## config.mk

```make
export PLATFORM = sky130hd
export DESIGN_NAME = mem_arbiter
export DESIGN_NICKNAME = d
export VERILOG_FILES = /design/src/rtl/mem_arbiter.sv
export SDC_FILE = /design/constraint.sdc
export NUM_CORES = 1
export LEC_CHECK = 0
export CAP_MARGIN = 20
export CORE_ASPECT_RATIO = 0.7
export CORE_MARGIN = 2
export CORE_UTILIZATION = 35
export CTS_CLUSTER_SIZE = 30
export DETAILED_ROUTE_END_ITERATION = 8
export GPL_ROUTABILITY_DRIVEN = 0
export HOLD_SLACK_MARGIN = 0.05
export PLACE_DENSITY = 0.72
export SYNTH_ARGS = -nofsm -noshare
export SYNTH_HDL_FRONTEND = slang
export SYNTH_SLANG_ARGS = --single-unit
```

## constraint.sdc

```tcl
create_clock -name clk -period 8.3 [get_ports clk]
set_input_delay 2.49 -clock clk [delete_from_list [all_inputs] [get_ports clk]]
set_output_delay 2.49 -clock clk [all_outputs]
set_load 0.02 [all_outputs]
```

## src/rtl/mem_arbiter.sv

```systemverilog
// Two-requester arbiter (instruction fetch, data memory) onto one single-port memory.
// One transaction in flight; data wins ties, but fetch gets the slot after two back-to-back data grants.
module mem_arbiter #(
    parameter int ADDR_W = 32,
    parameter int DATA_W = 32
) (
    input  logic                clk,
    input  logic                rst,
    input  logic                if_req,
    input  logic [ADDR_W-1:0]   if_addr,
    output logic                if_ack,
    output logic [DATA_W-1:0]   if_rdata,
    input  logic                dm_req,
    input  logic                dm_we,
    input  logic [ADDR_W-1:0]   dm_addr,
    input  logic [DATA_W-1:0]   dm_wdata,
    input  logic [DATA_W/8-1:0] dm_be,
    output logic                dm_ack,
    output logic [DATA_W-1:0]   dm_rdata,
    output logic                mem_valid,
    input  logic                mem_ready,
    output logic                mem_we,
    output logic [ADDR_W-1:0]   mem_addr,
    output logic [DATA_W-1:0]   mem_wdata,
    output logic [DATA_W/8-1:0] mem_be,
    input  logic                mem_rvalid,
    input  logic [DATA_W-1:0]   mem_rdata,
    output logic                stall
);
    localparam logic [1:0] IDLE  = 2'd0;
    localparam logic [1:0] ISSUE = 2'd1;
    localparam logic [1:0] WAIT  = 2'd2;

    logic [1:0]          state;
    logic [1:0]          dm_streak;
    logic                owner_dm;
    logic                lat_we;
    logic [ADDR_W-1:0]   lat_addr;
    logic [DATA_W-1:0]   lat_wdata;
    logic [DATA_W/8-1:0] lat_be;
    logic                grant_if;
    logic                grant_dm;

    // No arbitration in the ack cycle: the requester is still updating its request.
    always_comb begin
        grant_if = 1'b0;
        grant_dm = 1'b0;
        if (state == IDLE && !(if_ack || dm_ack)) begin
            if (if_req && (!dm_req || dm_streak == 2'd2))
                grant_if = 1'b1;
            else if (dm_req)
                grant_dm = 1'b1;
        end
    end

    always_ff @(posedge clk or posedge rst) begin
        if (rst) begin
            state     <= IDLE;
            dm_streak <= 2'd0;
            owner_dm  <= 1'b0;
            lat_we    <= 1'b0;
            lat_addr  <= '0;
            lat_wdata <= '0;
            lat_be    <= '0;
            if_ack    <= 1'b0;
            dm_ack    <= 1'b0;
            if_rdata  <= '0;
            dm_rdata  <= '0;
        end else begin
            if_ack <= 1'b0;
            dm_ack <= 1'b0;
            case (state)
                IDLE: begin
                    if (grant_dm) begin
                        owner_dm  <= 1'b1;
                        lat_we    <= dm_we;
                        lat_addr  <= dm_addr;
                        lat_wdata <= dm_wdata;
                        lat_be    <= dm_be;
                        // Streak only counts while fetch is actually being held off.
                        dm_streak <= if_req ? dm_streak + 2'd1 : 2'd0;
                        state     <= ISSUE;
                    end else if (grant_if) begin
                        owner_dm  <= 1'b0;
                        lat_we    <= 1'b0;
                        lat_addr  <= if_addr;
                        lat_wdata <= '0;
                        lat_be    <= '0;
                        dm_streak <= 2'd0;
                        state     <= ISSUE;
                    end
                end
                ISSUE: begin
                    if (mem_ready)
                        state <= WAIT;
                end
                WAIT: begin
                    if (mem_rvalid) begin
                        if (owner_dm) begin
                            dm_ack   <= 1'b1;
                            dm_rdata <= mem_rdata;
                        end else begin
                            if_ack   <= 1'b1;
                            if_rdata <= mem_rdata;
                        end
                        state <= IDLE;
                    end
                end
                default: state <= IDLE;
            endcase
        end
    end

    assign mem_valid = (state == ISSUE);
    assign mem_we    = lat_we;
    assign mem_addr  = lat_addr;
    assign mem_wdata = lat_wdata;
    assign mem_be    = lat_be;
    assign stall     = (if_req & ~if_ack) | (dm_req & ~dm_ack);

endmodule

```

# Word-level counts from Yosys, hierarchy flattened
# Index checks and enable logic that the tools add are counted.
[classes] n_addsub=1 eq_ne=6 n_mux=28 bitwise_logic=6 n_reduce_logical=12
[ops] cell="$mux W32" n=4
[ops] cell="$mux W1" n=14
[ops] cell="$mux W2" n=7
[ops] cell="$reduce_and A3 Y1" n=3
[ops] cell="$mux W4" n=2
[ops] cell="$pmux W2 S3" n=1
[ops] cell="$eq A2 B2 Y1 const B" n=2
[ops] cell="$ne A3 B3 Y1 const B" n=1
[ops] cell="$not A1 Y1" n=3
[ops] cell="$add A2 B1 Y2 const B" n=1
[ops] cell="$and A1 B1 Y1" n=2
[ops] cell="$eq A2 B1 Y1 const B" n=1
[ops] cell="$logic_and A1 B1 Y1" n=2
[ops] cell="$logic_not A1 Y1" n=2
[ops] cell="$logic_not A2 Y1" n=1
[ops] cell="$logic_or A1 B1 Y1" n=2
[ops] cell="$ne A2 B1 Y1 const B" n=1
[ops] cell="$ne A2 B2 Y1 const B" n=1
[ops] cell="$reduce_and A2 Y1" n=1
[ops] cell="$reduce_bool A2 Y1" n=1
[ops] cell="$or A1 B1 Y1" n=1
[word_totals] reg_bits=140 input_bits=139 output_inout_bits=137 word_cells=64

# Longest topological paths before layout
[logic_depth] ltp_word=8 ltp_mapped=8 ltp_nobuf=5

# Worst setup path after synthesis
# Ideal clock, no wire load.
[synth_timing] path_kind="input port to output port" startpoint="in dm_req" endpoint="out stall" arrival_time_ns=2.896 required_time_ns=5.810 setup_slack_ns=2.914 path_stages=2 path_buffers=0 cell_sequence="inv_1 -> o22ai_1"
[synth_via] elab_chain_cells=2
[synth_rtl] item="from (decl)" line="13" text="input logic dm_req,"
[synth_rtl] item="$and A1 B1 Y1" line="119" text="assign stall = (if_req & ~if_ack) | (dm_req & ~dm_ack);"
[synth_rtl] item="$or A1 B1 Y1" line="119"
[synth_rtl] item="to (decl)" line="28" text="output logic stall"
# No other way between the ends.

# Final worst setup path
[layout_timing] startpoint="in if_req" endpoint="out stall"
[layout_via] elab_chain_cells=2
[layout_rtl] item="from (decl)" line="9" text="input logic if_req,"
[layout_rtl] item="$and A1 B1 Y1" line="119"
[layout_rtl] item="$or A1 B1 Y1" line="119"
# No other way between the ends.

==> metrics.md <==
| Metric | Value |
|---|---|
| Switching share of power | 36.7% |
| Number of distinct library cells after synthesis | 27 |
| Setup crit end kind | output port |
| Net Switching | 1.37 mW |
| Die height | 110 um |
| Synth Warn # | 0 |
| Part of the power in the clock network | 20.9% |
| Total GRT Usage | about a fifth |
| Number of remaining DRC errors | 0 |
| Fmax achieved | around 0.15 GHz |
| I/O Buffers | about 280 |
| CTS buffer count | 17 |
| Largest net degree at the start of global routing | 80 |
| Seq/Total Area, Yosys | 62.8% |
| I/O pin cnt | 276 |
| Worst reg2reg endpoint | if_rdata[1] |
| FFs w/ async S/R, synth | 100% |
| Drt first pass iters | 4 |
| Post-route antenna net violation count | 0 |
| Syn Nets | 570 |
| Clock Latency Late Sink | 0.42 ns |
| Synthesized cell area | 5580 um2 |
| Routed vias | between 4000 and 5000 |
| Share of cells above drive strength 1 | 16.0% |
| CP Data Arrival Time | 3.96 ns |
| Crit Reg-Reg Startpoint | state[0] |
| Post-synth top flop | dfrtp_1 |
| Pwr per Cell Area | 406 nW/um2 |
| Worst EP required | 5.81 ns |
| Row cnt | 38 |
| CTS tree | done |
| Reg power frac | 31.7% |
| Die width | 155 um |
| Via density | 5.12 |
| Min Hold Slack | approximately 0.47 ns |
| Initial Utilization | 35.9% |
| Postcts setup bufs | 0 |
| Iter 0 DRT Violations | 299 |
| Sink Count | 140 |
| Area of the core | 15500 um2 |
| H-tree depth | 4 |
| Mapped Avg Cell Area | 13.0 um2 |
| Worst R2R Path Depth | 4 |
| Static leakage | 3.90 nW |
| Slew @ Worst Pin | 0.783 ns |
| Cts hold-fix bufs | 0 |
| CP startpoint kind | primary input |
| Number of synthesized flops with an enable pin | 0 |
| Hold Vio Cnt, Final | 0 |
| # fillers | 1255 |
| Most frequent cells in the layout | 275 x clkdlybuf4s50_1, 140 x dfrtp_1, 64 x mux2_2 |
| Ant diodes | 0 |
| Final Power | ~3.7 mW |
| Reg clk slew, reported paths | roughly 0.06 ns |
| Final Skew | around 0.0070 ns |
| Hold depth | 1 |
| Final setup fails | 0 |
| Final core utilization | 59.0% |
| Comb pwr share | 47.4% |
| Worst vdd ir | 184 uV |
| CTS Buffer Depth | 2 |
| Final #Nets | 840 |
| Clock Tree Root | clkbuf_16 |
| WL/cell | 18.5 um |
| Hold path start | dm_streak[0] |
| First-pass GRT wire length | 25.9 mm |
| Commonest non-fill, non-tap cell in the layout | clkdlybuf4s50_1 |
| Vias in the first global route | 4888 |
| Slew headroom | 47.8% |
| FF-to-FF setup slack | 6.11 ns |
| Status | finished clean |
| PostCTS Resize Cnt | 0 |
| Drt total wl | ~17 mm |
| Final worst-path cycle share | 77.8% |
| Critical path class | primary input to output port |
| Area grow syn2layout | 64.5% |
| Post-Syn Instances | 430 |
| Seq cells post-synth | 140 |
| Dpl hpwl | 11.8 mm |
| Hold Path Class | flop to flop |
| Minimum clock period | 6.45 ns |
| Internal | 2.36 mW |
| Slew Viols, Final | 0 |
| Grt ovf | 0 |
| TNS Setup | 0 ns |
| Crit-path max FO | 5 |
| Max Cap Viol | 0 |
| Initial antenna violation count | 0 |
| RSZ-0062 raised after global routing | false |
| Die ar. | approximately 17000 um2 |
| WHS Endpoint | dm_streak[0] |
[registers in the layout, indices dropped and copies added (netlist names)]
register	cells
dm_ack	1
dm_rdata	32
dm_streak	2
if_ack	1
if_rdata	32
mem_addr	32
mem_be	4
mem_wdata	32
mem_we	1
owner_dm	1
state	2
[power by group through the flow]
stage / Clock [mW] / Sequential, mW / Combinational, mW
detailed placement: 0 / 1.18 / 1.76
CTS: 0.794 / 1.18 / 1.76
global placement: 0 / 1.17 / 1.73
finish: 0.779 / 1.18 / 1.77
floorplan: 0 / 1.53 / 0.554
global route: 0.829 / 1.22 / 1.87
[worst max path at each step]
stage           start  depth (start not counted)  endpoint
2_1_floorplan     rst                          1    dm_ack
6_report       if_req                          4     stall
3_3_place_gp   if_req                          4     stall
5_1_grt        if_req                          4     stall
3_5_place_dp   if_req                          4     stall
4_1_cts        dm_req                          4     stall
[metal layers]
layer / GRT usage (%) / routed length, um / vias to the layer above
li1: - / - / 2121
met2: 32.6 / 8140 / 210
met1: 23.7 / 6800 / 2314
met5: 0 / 0 / -
met3: 7.73 / 1580 / 25
met4: 8.73 / 331 / 0
[through the flow]
stage	cell area, um2	worst slack (ns)	std cells
floorplan	5580	2.06	430
global placement	8510	1.88	879
detailed placement	8510	1.85	879
CTS	9120	1.84	911
global route	9170	1.77	913
finish	9170	1.85	913
[layout make-up]
class	count	area [um2]	area share, %
Sequential cell	140	3500	38.2
Timing Repair Buffer	285	2870	31.3
Multi-Input combinational cell	250	1920	20.9
Clock buffer	19	443	4.83
Tap cell	200	250	2.73
Clock inverter	13	164	1.79
Inverter	6	27.5	0.300
[critical path, stage by stage]
cell	delay [ns]
clkdlybuf4s50_1	0.62
inv_1	0.10
o22ai_1	0.14
clkdlybuf4s50_1	0.62
[synth_stat cells (all sizes together) (2+ instances only)]
library cell | instances | share of area [%]
or4 | 2 | 0.34
a21oi | 32 | 2.9
dfrtp | 140 | 63
inv | 6 | 0.40
o21ai | 37 | 3.3
a22o | 37 | 5.8
nor2 | 34 | 2.3
mux2 | 64 | 13
o31ai | 32 | 4.3
buf | 8 | 0.99
clkbuf | 26 | 1.8
nand2b | 2 | 0.22
[kinds of logic (layout without fill, tap and decap cells)]
family / count (synthesis) / after routing / share of synthesized area, %
compound gates: 143 / 143 / 17.1
mux: 64 / 64 / 12.9
fa+ha+maj: 1 / 1 / 0.224
simple gates: 42 / 42 / 3.73
buf+inv: 40 / 323 / 3.14
flops: 140 / 140 / 62.8
Power figures use the tool's default switching activity.
